`src/rtl/kbd_pkg.sv`:
```
// Shared keyboard definitions: action indices, PS/2 scan codes and the
// scan-code to one-hot action decoder used by the key event queue.
package kbd_pkg;

  localparam int NUM_ACTIONS = 9;

  localparam int ACT_L     = 0;
  localparam int ACT_R     = 1;
  localparam int ACT_U     = 2;
  localparam int ACT_D     = 3;
  localparam int ACT_PLACE = 4;
  localparam int ACT_ROT   = 5;
  localparam int ACT_SEL1  = 6;
  localparam int ACT_SEL2  = 7;
  localparam int ACT_SEL3  = 8;

  // Two codes map to each movement action (arrow key and letter key)
  localparam logic [7:0] SC_L_ARROW = 8'h6B;
  localparam logic [7:0] SC_L_ALT   = 8'h1C;
  localparam logic [7:0] SC_R_ARROW = 8'h74;
  localparam logic [7:0] SC_R_ALT   = 8'h23;
  localparam logic [7:0] SC_U_ARROW = 8'h75;
  localparam logic [7:0] SC_U_ALT   = 8'h1D;
  localparam logic [7:0] SC_D_ARROW = 8'h72;
  localparam logic [7:0] SC_D_ALT   = 8'h1B;
  localparam logic [7:0] SC_PLACE   = 8'h29;
  localparam logic [7:0] SC_ROT     = 8'h2D;
  localparam logic [7:0] SC_SEL1    = 8'h16;
  localparam logic [7:0] SC_SEL2    = 8'h1E;
  localparam logic [7:0] SC_SEL3    = 8'h26;

  typedef logic [NUM_ACTIONS-1:0] action_t;

  typedef struct packed {
    logic    valid;
    action_t onehot;
  } decode_t;

  // Auto-repeat phase of a held key: waiting for the initial delay, then periodic
  typedef enum logic {
    PH_FIRST,
    PH_PERIODIC
  } rep_phase_t;

  function automatic decode_t scan_to_action(input logic [7:0] code);
    decode_t d;
    d.valid  = 1'b1;
    d.onehot = '0;
    case (code)
      SC_L_ARROW, SC_L_ALT: d.onehot[ACT_L]     = 1'b1;
      SC_R_ARROW, SC_R_ALT: d.onehot[ACT_R]     = 1'b1;
      SC_U_ARROW, SC_U_ALT: d.onehot[ACT_U]     = 1'b1;
      SC_D_ARROW, SC_D_ALT: d.onehot[ACT_D]     = 1'b1;
      SC_PLACE:             d.onehot[ACT_PLACE] = 1'b1;
      SC_ROT:               d.onehot[ACT_ROT]   = 1'b1;
      SC_SEL1:              d.onehot[ACT_SEL1]  = 1'b1;
      SC_SEL2:              d.onehot[ACT_SEL2]  = 1'b1;
      SC_SEL3:              d.onehot[ACT_SEL3]  = 1'b1;
      default:              d.valid             = 1'b0;
    endcase
    return d;
  endfunction

endpackage

```
`src/rtl/key_event_queue_if.sv`:
```
// Bundle of the key event queue's keyboard inputs and game-side outputs.
interface key_event_queue_if
  import kbd_pkg::*;
#(
  parameter int DEPTH = 8
);
  localparam int CW = $clog2(DEPTH) + 1;

  logic [7:0]    scan_code;
  logic          make_pulse;
  logic          break_pulse;
  logic          tick_en;
  logic          flush;
  logic          ev_valid;
  action_t       ev_action;
  action_t       held;
  logic [CW-1:0] fifo_count;
  logic          overflow;
  logic          any_key;

  modport master (
    output scan_code, make_pulse, break_pulse, tick_en, flush,
    input  ev_valid, ev_action, held, fifo_count, overflow, any_key
  );

  modport slave (
    input  scan_code, make_pulse, break_pulse, tick_en, flush,
    output ev_valid, ev_action, held, fifo_count, overflow, any_key
  );
endinterface

```
`src/rtl/sync_fifo.sv`:
```
// Single-clock FIFO with synchronous flush. A push while full is only taken
// when a pop frees a slot in the same cycle; drop policy belongs to the caller.
module sync_fifo #(
  parameter int WIDTH = 9,
  parameter int DEPTH = 8
) (
  input  logic                   clk,
  input  logic                   rst,
  input  logic                   push_i,
  input  logic                   pop_i,
  input  logic                   flush_i,
  input  logic [WIDTH-1:0]       wdata_i,
  output logic [WIDTH-1:0]       rdata_o,
  output logic [$clog2(DEPTH):0] count_o,
  output logic                   full_o,
  output logic                   empty_o
);
  localparam int AW = $clog2(DEPTH);

  logic [AW-1:0]    wr_ptr_q;
  logic [AW-1:0]    rd_ptr_q;
  logic [AW:0]      count_q;
  logic [WIDTH-1:0] mem_q [DEPTH];
  logic             do_push;
  logic             do_pop;

  assign empty_o = (count_q == '0);
  assign full_o  = (count_q == (AW+1)'(DEPTH));
  assign do_pop  = pop_i & ~empty_o & ~flush_i;
  assign do_push = push_i & (~full_o | do_pop) & ~flush_i;
  assign rdata_o = mem_q[rd_ptr_q];
  assign count_o = count_q;

  // Pointer and occupancy tracking; pointers wrap naturally at DEPTH
  always_ff @(posedge clk or posedge rst) begin
    if (rst) begin
      wr_ptr_q <= '0;
      rd_ptr_q <= '0;
      count_q  <= '0;
    end else if (flush_i) begin
      wr_ptr_q <= '0;
      rd_ptr_q <= '0;
      count_q  <= '0;
    end else begin
      if (do_push) wr_ptr_q <= wr_ptr_q + AW'(1);
      if (do_pop)  rd_ptr_q <= rd_ptr_q + AW'(1);
      case ({do_push, do_pop})
        2'b10:   count_q <= count_q + (AW+1)'(1);
        2'b01:   count_q <= count_q - (AW+1)'(1);
        default: count_q <= count_q;
      endcase
    end
  end

  // Storage array write port
  always_ff @(posedge clk) begin
    if (do_push) mem_q[wr_ptr_q] <= wdata_i;
  end

endmodule

```
`src/rtl/key_event_queue.sv`:
```
// Keyboard event path: decodes make/break codes to one-hot actions, tracks
// held keys, generates auto-repeat per action on game ticks, queues events
// and releases at most one event per game tick.
module key_event_queue
  import kbd_pkg::*;
#(
  parameter int      DEPTH        = 8,
  parameter int      REPEAT_DELAY = 15,
  parameter int      REPEAT_RATE  = 4,
  parameter action_t REPEAT_MASK  = 9'h00F,
  parameter int      CNT_W        = 6
) (
  input logic               clk,
  input logic               reset,
  key_event_queue_if.slave  kbd
);
  localparam int CW = $clog2(DEPTH) + 1;

  decode_t          dec;
  logic             new_make;
  logic             do_break;
  logic             push_req;
  logic             pop_ok;
  action_t          grant;
  action_t          push_data;
  action_t          fifo_head;
  logic [CW-1:0]    fifo_count;
  logic             fifo_full;
  logic             fifo_empty;

  action_t          held_q,    held_d;
  action_t          pending_q, pending_d;
  logic [CNT_W-1:0] cnt_q   [NUM_ACTIONS];
  logic [CNT_W-1:0] cnt_d   [NUM_ACTIONS];
  rep_phase_t       phase_q [NUM_ACTIONS];
  rep_phase_t       phase_d [NUM_ACTIONS];
  logic             ev_valid_q;
  action_t          ev_action_q;
  logic             any_key_q;
  logic             overflow_q;

  assign dec      = scan_to_action(kbd.scan_code);
  // Host typematic makes of an already-held action produce nothing
  assign new_make = kbd.make_pulse & dec.valid & ~|(dec.onehot & held_q);
  assign do_break = kbd.break_pulse & dec.valid;
  // Lowest-index pending repeat
  assign grant     = pending_q & (~pending_q + action_t'(1));
  assign push_req  = (new_make | (|pending_q)) & ~kbd.flush;
  assign push_data = new_make ? dec.onehot : grant;
  assign pop_ok    = kbd.tick_en & ~fifo_empty & ~kbd.flush;

  // Held-key tracking, repeat counters and pending-repeat bookkeeping
  always_comb begin
    held_d    = held_q;
    pending_d = pending_q;
    cnt_d     = cnt_q;
    phase_d   = phase_q;
    // A fresh make owns the push slot, so the granted repeat stays pending
    if (!new_make) pending_d = pending_q & ~grant;
    for (int unsigned a = 0; a < NUM_ACTIONS; a++) begin
      if (kbd.tick_en && held_q[a] && REPEAT_MASK[a]) begin
        if (phase_q[a] == PH_FIRST &&
            (cnt_q[a] + CNT_W'(1)) == CNT_W'(REPEAT_DELAY)) begin
          pending_d[a] = 1'b1;
          cnt_d[a]     = '0;
          phase_d[a]   = PH_PERIODIC;
        end else if (phase_q[a] == PH_PERIODIC &&
                     (cnt_q[a] + CNT_W'(1)) == CNT_W'(REPEAT_RATE)) begin
          pending_d[a] = 1'b1;
          cnt_d[a]     = '0;
        end else begin
          cnt_d[a] = cnt_q[a] + CNT_W'(1);
        end
      end
      if (do_break && dec.onehot[a]) begin
        held_d[a]    = 1'b0;
        cnt_d[a]     = '0;
        pending_d[a] = 1'b0;
      end
      if (new_make && dec.onehot[a]) begin
        held_d[a]  = 1'b1;
        cnt_d[a]   = '0;
        phase_d[a] = PH_FIRST;
      end
    end
    if (kbd.flush) pending_d = '0;
  end

  // State registers and registered event outputs
  always_ff @(posedge clk or posedge reset) begin
    if (reset) begin
      held_q      <= '0;
      pending_q   <= '0;
      for (int unsigned a = 0; a < NUM_ACTIONS; a++) begin
        cnt_q[a]   <= '0;
        phase_q[a] <= PH_FIRST;
      end
      ev_valid_q  <= 1'b0;
      ev_action_q <= '0;
      any_key_q   <= 1'b0;
      overflow_q  <= 1'b0;
    end else begin
      held_q      <= held_d;
      pending_q   <= pending_d;
      cnt_q       <= cnt_d;
      phase_q     <= phase_d;
      ev_valid_q  <= pop_ok;
      ev_action_q <= pop_ok ? fifo_head : '0;
      any_key_q   <= new_make;
      overflow_q  <= overflow_q | (push_req & fifo_full & ~pop_ok);
    end
  end

  sync_fifo #(
    .WIDTH (NUM_ACTIONS),
    .DEPTH (DEPTH)
  ) u_fifo (
    .clk     (clk),
    .rst     (reset),
    .push_i  (push_req),
    .pop_i   (kbd.tick_en),
    .flush_i (kbd.flush),
    .wdata_i (push_data),
    .rdata_o (fifo_head),
    .count_o (fifo_count),
    .full_o  (fifo_full),
    .empty_o (fifo_empty)
  );

  assign kbd.ev_valid   = ev_valid_q;
  assign kbd.ev_action  = ev_action_q;
  assign kbd.held       = held_q;
  assign kbd.fifo_count = fifo_count;
  assign kbd.overflow   = overflow_q;
  assign kbd.any_key    = any_key_q;

endmodule

```
`src/flat_wrapper.sv`:
```
// flat-port wrapper written by rule: the top's interface ports become plain ports
module key_event_queue_flat import kbd_pkg::*;
#(
  parameter int      DEPTH        = 8,
  parameter int      REPEAT_DELAY = 15,
  parameter int      REPEAT_RATE  = 4,
  parameter action_t REPEAT_MASK  = 9'h00F,
  parameter int      CNT_W        = 6
)
  (clk, reset, kbd_scan_code, kbd_make_pulse, kbd_break_pulse, kbd_tick_en, kbd_flush, kbd_ev_valid, kbd_ev_action, kbd_held, kbd_fifo_count, kbd_overflow, kbd_any_key);
  key_event_queue_if #(.DEPTH(DEPTH)) kbd_i ();
  input logic clk;
  input logic reset;
  input wire logic [$bits(kbd_i.scan_code)-1:0] kbd_scan_code;
  input wire logic [$bits(kbd_i.make_pulse)-1:0] kbd_make_pulse;
  input wire logic [$bits(kbd_i.break_pulse)-1:0] kbd_break_pulse;
  input wire logic [$bits(kbd_i.tick_en)-1:0] kbd_tick_en;
  input wire logic [$bits(kbd_i.flush)-1:0] kbd_flush;
  output wire logic [$bits(kbd_i.ev_valid)-1:0] kbd_ev_valid;
  output wire logic [$bits(kbd_i.ev_action)-1:0] kbd_ev_action;
  output wire logic [$bits(kbd_i.held)-1:0] kbd_held;
  output wire logic [$bits(kbd_i.fifo_count)-1:0] kbd_fifo_count;
  output wire logic [$bits(kbd_i.overflow)-1:0] kbd_overflow;
  output wire logic [$bits(kbd_i.any_key)-1:0] kbd_any_key;
  assign kbd_i.scan_code = kbd_scan_code;
  assign kbd_i.make_pulse = kbd_make_pulse;
  assign kbd_i.break_pulse = kbd_break_pulse;
  assign kbd_i.tick_en = kbd_tick_en;
  assign kbd_i.flush = kbd_flush;
  assign kbd_ev_valid = kbd_i.ev_valid;
  assign kbd_ev_action = kbd_i.ev_action;
  assign kbd_held = kbd_i.held;
  assign kbd_fifo_count = kbd_i.fifo_count;
  assign kbd_overflow = kbd_i.overflow;
  assign kbd_any_key = kbd_i.any_key;
  key_event_queue #(.DEPTH(DEPTH), .REPEAT_DELAY(REPEAT_DELAY), .REPEAT_RATE(REPEAT_RATE), .REPEAT_MASK(REPEAT_MASK), .CNT_W(CNT_W)) u_core (.clk(clk), .reset(reset), .kbd(kbd_i));
endmodule
```
`config.mk`:
```
export PLATFORM = sky130hd
export DESIGN_NAME = key_event_queue_flat
export DESIGN_NICKNAME = d
export VERILOG_FILES = /design/src/rtl/kbd_pkg.sv /design/src/rtl/key_event_queue_if.sv /design/src/rtl/sync_fifo.sv /design/src/rtl/key_event_queue.sv /design/src/flat_wrapper.sv
export SDC_FILE = /design/constraint.sdc
export NUM_CORES = 1
export LEC_CHECK = 0
export ABC_AREA = 1
export CAP_MARGIN = 20
export CORE_ASPECT_RATIO = 1.2
export CORE_UTILIZATION = 35
export DETAILED_ROUTE_END_ITERATION = 10
export HOLD_SLACK_MARGIN = 0.15
export PLACE_DENSITY = 0.59
export SLEW_MARGIN = 15
export SYNTH_ARGS = -nofsm -noshare
export SYNTH_HDL_FRONTEND = slang
export SYNTH_SLANG_ARGS = --single-unit
```
`constraint.sdc`:
```
create_clock -name clk -period 4.8 [get_ports clk]
set_clock_uncertainty 0.1 [all_clocks]
set_input_delay 0.72 -clock clk [delete_from_list [all_inputs] [get_ports clk]]
set_output_delay 0.72 -clock clk [all_outputs]
set_load 0.1 [all_outputs]
```
==> impl_results.md <==
* Initial Utilization at 0.359
* First-pass GRT wire length at 25,900 um
* Die H at 155 um
* CP delay by family, top: simple AND/OR/NAND/NOR gates
* Leading cell types in the layout, fill and taps excluded: 126 x nand2_1, 94 x nor2_1, 72 x edfxtp_1
* Cell Area, Synth at 6800 sq um
* Slew Viols, Final at 0
* Clk_lat worst skew at 0.43 ns
* Mapped Nets at 736
* Antenna diode count at 0
* Relative slew margins at 0.337
* Synth Register Bits at 140
* Fin crit share at 0.695
* Mean Syn Cell Area at 9.64 sq um
* F_max at 300 MHz
* Critical path capture point type: flop
* DR pass1 iterations at 5
* Pin count of the biggest net entering global routing at 39
* CP Buf/Inv Count at 4
* RR Endpoint: u_core.u_fifo.mem_q[1][3]
* Crit path capture: u_core.u_fifo.count_o[3]
* Placer congestion estimate at 0.851
* Final ANT Viol Nets at 0
* Warnings from Yosys at 0
* Worst path max stage delay at 0.51 ns
* Final Hold Viols at 0
* CP max-delay cell: clkdlybuf4s50_1
* FF+latch area at 3860 sq um
* IO Pins at 39
* Routed WL at 15,600 um
* DR iter-0 viols at 299
* RSZ-0062 raised after global routing: no
* Core area at 18,900 sq um
* GRT Util Overall at 0.171
* Placed wire-length estimate at 10,700 um
* Max H-tree Level at 4
* IO buf count at 38
* Leakage at 3.38 nW
* CP Launch Type: input port
* Tmin final at 3.34 ns
* Fill count at 1,809
* Vias at 5,058
* Initial antenna violation count at 0
* CP arrival at 3.60 ns
* Sequential area share after synthesis at 0.569
* P per Cell Area at 442 nW/um^2
* Peak VDD IR at 0.244 mV
* Post-cts gate resize count at 0
* CTS Hold Bufs at 0
* Cell mode on critical path: nand2_1
* Final setup fails at 0
* Crit path launch: kbd_scan_code[4]
* Gate Count Post-Synth at 705
* Clock Root Buffer: clkbuf_16
* Layout area overhead at 18.5%
* CTS Sinks at 140
* Post-route DRC at 0
* Worst slew pin tran at 0.991 ns
* Clock Tree Buf Depth at 2
* FF-to-FF setup slack at 1.81 ns
* Hold Slack at 0.431 ns
* Footprint of the multi-input gates at 2580 sq um
* GRT overflow at 0
* CTS buffer count at 17
* Crit Path Max Fanout at 9
* Hold Crit Class: flop to flop
* Cell variety after synth at 44
* MaxCap Viol Count at 0
* Nets at 783
* Fin worst setup slack at 1.46 ns
* Most common cell after layout, fill and taps aside: nand2_1
* Critical path, cell by cell: clkdlybuf4s50_1 -> nand2_1 -> nor2_4 -> nand2_1 -> nand2_1 -> inv_2 -> nor2_1 -> nor2_2 -> nand3_4 -> nand3_1 -> inv_1 -> ha_1 -> a21oi_1 -> nand2_1 -> xor2_1 -> inv_1 -> nand4_1 -> a21oi_1 -> nand2_1 -> nand2_1
* Die W at 129 um
* Clk slew on worst S/H paths at 0.06 ns
* Layout cells sized above 1 at 0.133
* FFs w/ async S/R, synth at 0.486
* WP depth at 20
* Number of synthesized flops with an enable pin at 72
* Vias/cell at 4.95
* Buffer count from post-CTS setup fixing at 0
* Std-Cell Rows at 55
* Setup TNS at 0 ns
* Reg2reg start: u_core.u_fifo.count_o[0]
* Synth Flop Type: edfxtp_1
* Vias in the first global route at 5,177
* Crit Path Category: input port to flop
* Worst-case reg-to-reg path depth at 10
* CTS tree: done
* DR WL/cell at 15.3 um
* Place WS at 0.936 ns
* Status: finished clean
* Worst Path Required at 5.06 ns
* DIE AREA at 20,000 sq um
-- report_power, final --
| part | internal [W] | leakage (nW) | switching, W |
|---|---|---|---|
| clock | 0.000734 | 0.282 | 0.000553 |
| combinational | 0.000251 | 1.57 | 0.000583 |
| sequential | 0.00134 | 1.53 | 0.0000990 |
-- cell usage after synthesis, types with 2 or more instances --
cell type  count  area (sq um)
xor2_1        11          96.3
nor2_2        11          68.8
nand2_1      126           473
nand2_2       10          62.6
nand4_1       20           125
nor2_1        94           353
edfxtp_1      72          2160
o21ai_0       59           295
a211oi_1       2          15.0
nand3_2        2          20.0
nor2_4         3          33.8
buf_1          2          7.51
xnor2_1        4          35.0
clkbuf_1      13          48.8
inv_1         61           229
or2_2          2          12.5
dfrtp_1       68          1700
nand3_1       33           165
o21a_1         2          15.0
a211oi_2       3          37.5
a21oi_1       29           145
inv_2          7          26.3
nor3_1        15          75.1
ha_1          16           200
and2_1         2          12.5
o221a_2       18           203
clkinv_1       3          11.3
-- metrics by stage --
| stage | std cells | cell area, sq um | total power, W | utilization |
|---|---|---|---|---|
| 2_1_floorplan | 705 | 6800 | 0.00209 | - |
| 4_1_cts | 1021 | 8060 | 0.00359 | 0.426 |
| 6_report | 1021 | 8060 | 0.00356 | 0.426 |
| 5_1_grt | 1021 | 8060 | 0.00373 | 0.426 |
| 3_5_place_dp | 989 | 7480 | 0.00231 | 0.395 |
| 3_3_place_gp | 989 | 7480 | 0.00230 | 0.395 |
-- state kept, by name (all words and copies together) (netlist names) --
| register | flops |
|---|---|
| u_core.kbd.ev_action | 9 |
| u_core.u_fifo.wr_ptr_q | 3 |
| u_core.phase_q | 4 |
| u_core.kbd.any_key | 1 |
| u_core.cnt_q | 24 |
| u_core.kbd.held | 9 |
| u_core.u_fifo.rd_ptr_q | 3 |
| u_core.u_fifo.mem_q | 72 |
| u_core.u_fifo.count_o | 4 |
| u_core.pending_q | 9 |
| u_core.kbd.overflow | 1 |
| u_core.kbd.ev_valid | 1 |
-- worst min-delay path by stage --
| stage | from | endpoint | slack (ns) | cells past startpoint |
|---|---|---|---|---|
| after floorplan | u_core.pending_q[1] | u_core.pending_q[1] | 0.38 | 2 |
| after global placement | u_core.pending_q[1] | u_core.pending_q[1] | 0.41 | 2 |
| after detailed placement | u_core.phase_q[6] | u_core.phase_q[6] | 0.41 | 1 |
| after CTS | u_core.phase_q[6] | u_core.phase_q[6] | 0.43 | 1 |
| after global routing | u_core.phase_q[6] | u_core.phase_q[6] | 0.45 | 1 |
| final | u_core.phase_q[6] | u_core.phase_q[6] | 0.43 | 1 |
-- cell type report --
type,count,area share
clock buffers,18,0.0533
flip-flops and latches,140,0.480
inverters,71,0.0331
well taps,256,0.0398
repair buffers,46,0.0547
multi-input cells,476,0.321
clock inverters,14,0.0186
-- cell families after synthesis --
| family | Yosys count | share of synthesized area |
|---|---|---|
| XOR/XNOR | 15 | 0.0193 |
| flip-flops | 140 | 0.569 |
| buffers and inverters | 89 | 0.0510 |
| AND/OR/NAND/NOR | 325 | 0.217 |
| adder cells (fa/ha/maj) | 17 | 0.0324 |
| AO/OA/AOI/OAI | 119 | 0.112 |
-- per-layer routing --
| layer | part of all wire | track usage | wire [um] | vias to the layer above |
|---|---|---|---|---|
| li1 | - | - | - | 2508 |
| met1 | 0.44 | 0.206 | 6800 | 2445 |
| met2 | 0.51 | 0.297 | 7960 | 75 |
| met3 | 0.029 | 0.0301 | 459 | 30 |
| met4 | 0.023 | 0.0711 | 364 | 0 |
| met5 | 0 | 0 | 0 | - |
Note: power is estimated with default switching activity, not from simulation.
